$ cat config.mk
export PLATFORM = sky130hd
export DESIGN_NAME = ring_monitor
export DESIGN_NICKNAME = d
export VERILOG_FILES = /design/src/rtl/ring_monitor.sv
export SDC_FILE = /design/constraint.sdc
export NUM_CORES = 1
export LEC_CHECK = 0
export ABC_AREA = 1
export BUFFER_PORTS_ARGS = -buffer_cell sky130_fd_sc_hd__buf_2
export CAP_MARGIN = 30
export CORE_MARGIN = 2
export CORE_UTILIZATION = 55
export CTS_CLUSTER_DIAMETER = 150
export DETAILED_ROUTE_END_ITERATION = 12
export GPL_TIMING_DRIVEN = 0
export PLACE_DENSITY = 0.84
export SKIP_LAST_GASP = 1
export SYNTH_ARGS = -nofsm -noshare
export SYNTH_HDL_FRONTEND = slang
export SYNTH_SLANG_ARGS = --single-unit
$ cat constraint.sdc
create_clock -name clk -period 2.8 [get_ports clk]
set_input_delay 0.14 -clock clk [delete_from_list [all_inputs] [get_ports clk]]
set_output_delay 0.14 -clock clk [all_outputs]
set_load 0.01 [all_outputs]
$ cat src/rtl/ring_monitor.sv
// ring_monitor: watches a left-rotating one-hot ring counter and its enable.
// It checks that the ring stays one-hot and advances once per enabled cycle,
// reports the active position as a binary phase, counts full revolutions,
// and latches a sticky fault with a cause code on the first sequencing error.
// Ports:
//   clk          system clock, all state changes on posedge
//   reset        synchronous active-low reset
//   en           enable shared with the ring counter
//   q            ring counter state (bit i -> i+1, bit N-1 -> bit 0)
//   clear_fault  leave FAULT and resynchronise
//   locked       high while LOCKED
//   fault        high while FAULT
//   fault_code   00 none, 01 not one-hot, 10 stall, 11 wrong position
//   phase        index of the set bit of q while LOCKED, else 0
//   rev_count    completed revolutions seen while LOCKED (wraps)
module ring_monitor #(
  parameter int unsigned N        = 8,
  parameter int unsigned REV_W    = 16,
  parameter int unsigned LOCK_CYC = 2
) (
  input  logic                 clk,
  input  logic                 reset,
  input  logic                 en,
  input  logic [N-1:0]         q,
  input  logic                 clear_fault,
  output logic                 locked,
  output logic                 fault,
  output logic [1:0]           fault_code,
  output logic [$clog2(N)-1:0] phase,
  output logic [REV_W-1:0]     rev_count
);

  localparam int unsigned PW = $clog2(N);
  localparam int unsigned CW = $clog2(LOCK_CYC + 1);

  typedef enum logic [1:0] {SYNC, LOCKED, FAULT} state_t;

  state_t          state_q, state_d;
  logic [CW-1:0]   ok_cnt_q, ok_cnt_d;
  logic [N-1:0]    q_prev;
  logic            en_prev;
  logic            locked_d, fault_d;
  logic [1:0]      code_d;
  logic [PW-1:0]   phase_d;
  logic [REV_W-1:0] rev_d;

  function automatic logic is_onehot(input logic [N-1:0] x);
    return (x != '0) && ((x & (x - N'(1))) == '0);
  endfunction

  function automatic logic [N-1:0] rotl1(input logic [N-1:0] x);
    return {x[N-2:0], x[N-1]};
  endfunction

  // Binary index of the set bit; only meaningful when x is one-hot.
  function automatic logic [PW-1:0] index_of(input logic [N-1:0] x);
    logic [PW-1:0] idx;
    idx = '0;
    for (int unsigned i = 0; i < N; i++) begin
      if (x[i]) idx = PW'(i);
    end
    return idx;
  endfunction

  logic [N-1:0] expected_c;
  logic         oh_q_c, consistent_c, wrap_c;

  always_comb begin
    expected_c   = en_prev ? rotl1(q_prev) : q_prev;
    oh_q_c       = is_onehot(q);
    consistent_c = oh_q_c && is_onehot(q_prev) && (q == expected_c);
    wrap_c       = en_prev && q_prev[N-1] && (q == rotl1(q_prev));
  end

  // Next-state and next-output logic.
  always_comb begin
    state_d  = state_q;
    ok_cnt_d = ok_cnt_q;
    locked_d = locked;
    fault_d  = fault;
    code_d   = fault_code;
    phase_d  = phase;
    rev_d    = rev_count;
    case (state_q)
      SYNC: begin
        locked_d = 1'b0;
        fault_d  = 1'b0;
        code_d   = 2'b00;
        phase_d  = '0;
        if (consistent_c) begin
          if (ok_cnt_q == CW'(LOCK_CYC - 1)) begin
            state_d  = LOCKED;
            ok_cnt_d = '0;
            locked_d = 1'b1;
            phase_d  = index_of(q);
          end else begin
            ok_cnt_d = ok_cnt_q + CW'(1);
          end
        end else begin
          ok_cnt_d = '0;
        end
      end
      LOCKED: begin
        // Error checks in priority order; a fault suppresses any wrap count.
        if (!oh_q_c || (en_prev && q == q_prev) || (q != expected_c)) begin
          state_d  = FAULT;
          fault_d  = 1'b1;
          locked_d = 1'b0;
          phase_d  = '0;
          if (!oh_q_c)                  code_d = 2'b01;
          else if (en_prev && q == q_prev) code_d = 2'b10;
          else                          code_d = 2'b11;
        end else begin
          phase_d = index_of(q);
          if (wrap_c) rev_d = rev_count + REV_W'(1);
        end
      end
      FAULT: begin
        if (clear_fault) begin
          state_d  = SYNC;
          fault_d  = 1'b0;
          code_d   = 2'b00;
          ok_cnt_d = '0;
        end
      end
      default: begin
        state_d  = SYNC;
        ok_cnt_d = '0;
      end
    endcase
  end

  // State and output registers; reset overrides everything.
  always_ff @(posedge clk) begin
    if (!reset) begin
      state_q    <= SYNC;
      ok_cnt_q   <= '0;
      q_prev     <= '0;
      en_prev    <= 1'b0;
      locked     <= 1'b0;
      fault      <= 1'b0;
      fault_code <= 2'b00;
      phase      <= '0;
      rev_count  <= '0;
    end else begin
      state_q    <= state_d;
      ok_cnt_q   <= ok_cnt_d;
      q_prev     <= q;
      en_prev    <= en;
      locked     <= locked_d;
      fault      <= fault_d;
      fault_code <= code_d;
      phase      <= phase_d;
      rev_count  <= rev_d;
    end
  end

endmodule

==> results.env <==
MAPPEDNETLISTNETS=427
POWER_SWITCHING_uW=300
GRT_SETUP_UNREPAIRED='no'
SYNTH_ASYNC_SR_FLOP_SHARE=0
REGTOREGSETUPSLACK_NS=0.85
CLK_LATENCY_NS=0.29
CTS_TREE='done'
POSTCTSSETUPREPAIRBUFS=0
MAX-CLOCK-PATH-BUFFERS=2
GRT_START_MAX_NET_PINS=12
CPMAXSTAGEDELAYCELL='dfxtp_1'
VIAS_CELL=5.32
TNS_NS=0
GRTUSAGETOTAL=0.246
TIMING.SETUP.CRITICAL_PATH_CLASS='reg2reg'
POST_SYNTH_INSTANCE_AREA_UM2=2590
FINAL.MIN_CLOCK_PERIOD_NS=1.95
MIN_FROM='en'
WORST-R2R-CELL-COUNT=12
SETUP.WORST_PATH.START='q_prev[0]'
SYNTHESIS.YOSYS.WARNINGS=0
FIN_CRIT_SH=0.697
YS_TYPES=28
NUM_ROWS=24
DRIVE_ABOVE_1_SHARE=0.177
ROUTE.VIAS.TOTAL=2678
FINAL_SETUP_VIOLATION_COUNT=0
CRIT_REQUIRED_NS=2.95
DIEHEIGHT_UM=72.6
CTS_MADE_BUFFERS=5
SYNTH_EDF_COUNT=0
YOSYS.AREA.TOP_TYPE='dfxtp_1'
DRC=0
CRITICAL-PATH-MAX-STAGE-DELAY_NS=0.47
INITIALDRTVIOLATIONCOUNT=147
POSTSYNTHAREAPERCELL_UM2=6.25
CORE_AREA_UM2=4440
FIN_UTIL=0.653
RUN_STATUS='finished clean'
POWER_SWITCHING_SHARE=0.263
TIMING.CRITICAL_PATH.ARRIVAL_NS=2.10
CTS_H_TREE_DEPTH=2
IOPINCOUNT=35
SYNTH_COMMON_CELLS='128 x nand2_1, 39 x inv_1, 36 x dfxtp_1, 36 x nor2_1, 33 x nand3_1'
DIEWIDTH_UM=72.6
SYNTH.TOP_CELL.AREA_SHARE=0.279
SETUP.WORST_PATH.END_CLASS='register'
DESTINATION_OF_THE_WORST_HOLD_PATH='en_prev'
SYNTHTOLAYOUTAREAGROWTH_PCT=12.3
MAX_CLOCK_FREQ_MHz=513
SLEW_VIOLATIONS=0
N_ANTENNA_CELL=0
FINALHOLDVIOLATIONS=0
SYNTH.FF_LATCH_COUNT=36
DRT-PASS1-ITER-COUNT=4
FINAL_NET_COUNT=463
RR_ENDPOINT='rev_count[3]'
DETAILEDPLACEMENTHPWL_UM=4600
CRITICAL_PATH.MOST_COMMON_CELL='nand2_1'
PORT_BUFFER_COUNT=29
GRT_OVERFLOW_TOTAL=0
NETLIST_INSTANCES=414
POWER.STATIC_LEAKAGE_nW=1.35
CTS_HOLD_BUF=0
WORSTPATHCELLLIST='inv_1 -> nand2_1 -> nand3_2 -> nand2_1 -> nand3_2 -> nor2_2 -> nand2_2 -> nor2_4 -> nand3_4 -> buf_6 -> nand2_1 -> a21oi_1'
POWER.COMBINATIONAL.FRACTION=0.144
POWER.CLOCK.FRACTION=0.397
GLOBALPLACE.CONGESTION=0.922
VDD.IR_DROP.WORST_mV=0.225
DETAIL-ROUTE-ANTENNA-NETS=0
WORST_SETUP_PATH_START_KIND='register'
CAP_VIOL_MAX_COUNT=0
FP.DIEAREA_UM2=5270
POWERDENSITY_nW_PER_UM2=393
FIRST_GLOBAL_VIAS=2405
START_UTIL=0.582
FIRST_PASS_GRT_WIRE_LENGTH_UM=10400
CLOCK_SKEW_NS=0.00692
WORST_SLEW_PIN_SLEW_NS=0.471
POWER.SHARE.SEQUENTIAL=0.459
CRITICAL_PATH_FANOUTS_MAX=10
SYNTH-MAIN-FF-CELL='dfxtp_1'
NUMBER_OF_ANTENNA_VIOLATIONS_AT_THE_FIRST_CHECK_IN_GLOBAL_ROUTING=0
WORST_SLEW_MARGIN_REL=0.686
CTS_CLK_PIN_SLEW_WORST_PATHS_NS=0.08
YOSYS-TOP-CELLS-AREA='dfxtp_1 28%, nand2_1 19%, nand3_1 6.4%'
WORST_HOLD_SLACK_NS=0.0288
WORSTHOLDPATHTYPE='in2reg'
CLOCKROOTBUFFER='clkbuf_8'
POWER.INTERNAL_uW=842
CLOCK_SINKS=36
WL_PER_CELL_UM=12.1
SYNTH-SEQ-AREA-SHARE=0.279
CTS_REPAIR_RESIZE_COUNT=0
RR_STARTPOINT='q_prev[0]'
MOST_REPEATED_CELL_IN_THE_GATE_LEVEL_NETLIST_AFTER_SYNTHESIS='nand2_1'
MIN_DELAY_PATH_DEPTH=3
DETAIL_ROUTE.WIRELENGTH_UM=6070
-- power groups by stage --
stage / Clock, mW / Combinational [mW] / Sequential, mW
2_1_floorplan: 0 / 0.128 / 0.535
3_3_place_gp: 0 / 0.159 / 0.536
3_5_place_dp: 0 / 0.162 / 0.536
4_1_cts: 0.464 / 0.163 / 0.524
5_1_grt: 0.481 / 0.184 / 0.525
6_report: 0.454 / 0.164 / 0.524
-- sequential cells by signal, summed over array words and instances (netlist names), 2 cells and up --
register and count:
ok_cnt_q 2, rev_count 16, state_q 2, q_prev 8, fault_code 2, phase 3
-- metrics by stage --
stage	total power [mW]	cells	setup slack, ns	cell area (um2)
after global routing	1.19	503	0.685	2900
after floorplan	0.663	414	1.12	2590
after CTS	1.15	503	0.845	2900
after detailed placement	0.698	495	0.867	2800
final	1.14	503	0.849	2900
after global placement	0.694	495	0.927	2800
-- how the worst max path moves through the flow --
stage / depth (start not counted) / to
6_report: 12 / rev_count[3]
4_1_cts: 13 / rev_count[3]
3_5_place_dp: 12 / rev_count[3]
3_3_place_gp: 12 / rev_count[2]
2_1_floorplan: 13 / rev_count[3]
5_1_grt: 12 / rev_count[3]
-- cell type report --
cell class | count | area (um2)
clock buffers | 6 | 72.6
plain buffers | 21 | 146
multi-input cells | 310 | 1540
flip-flops and latches | 36 | 721
clock inverters | 2 | 35.0
well taps | 52 | 65.1
fillers | 409 | 1540
inverters | 47 | 178
repair buffers | 29 | 145
-- layer usage --
layer | GRT usage | wire, um | up-vias
met1 | 0.309 | 2790 | 1207
met3 | 0.0414 | 266 | 8
met2 | 0.431 | 2950 | 73
met5 | 0 | 0 | -
met4 | 0.0720 | 66 | 0
li1 | - | - | 1390
-- logic make-up after synthesis --
family / share of synthesized area
buffers and inverters: 0.125
AND/OR/NAND/NOR: 0.441
AO/OA/AOI/OAI: 0.0760
adder cells (fa/ha/maj): 0.00484
flip-flops: 0.279
XOR/XNOR: 0.0745
-- worst max-delay path, delay by kind of cell (launching register included) --
| kind | cells | cell delay, ns |
|---|---|---|
| AND/OR/NAND/NOR | 9 | 0.99 |
| flip-flops | 1 | 0.47 |
| buffers and inverters | 2 | 0.29 |
| AO/OA/AOI/OAI | 1 | 0.07 |
-- placed cells by master (no fill, tap or decap), drive strengths merged --
cell	instances
a21oi	31
a31oi	1
buf	45
bufinv	1
clkbuf	11
clkinv	5
dfxtp	36
ha	1
inv	43
nand2	138
nand3	38
nand4	23
nor2	43
nor3	5
o21ai	7
or2	1
xnor2	11
xor2	11
Note: power is estimated with default switching activity, not from simulation.
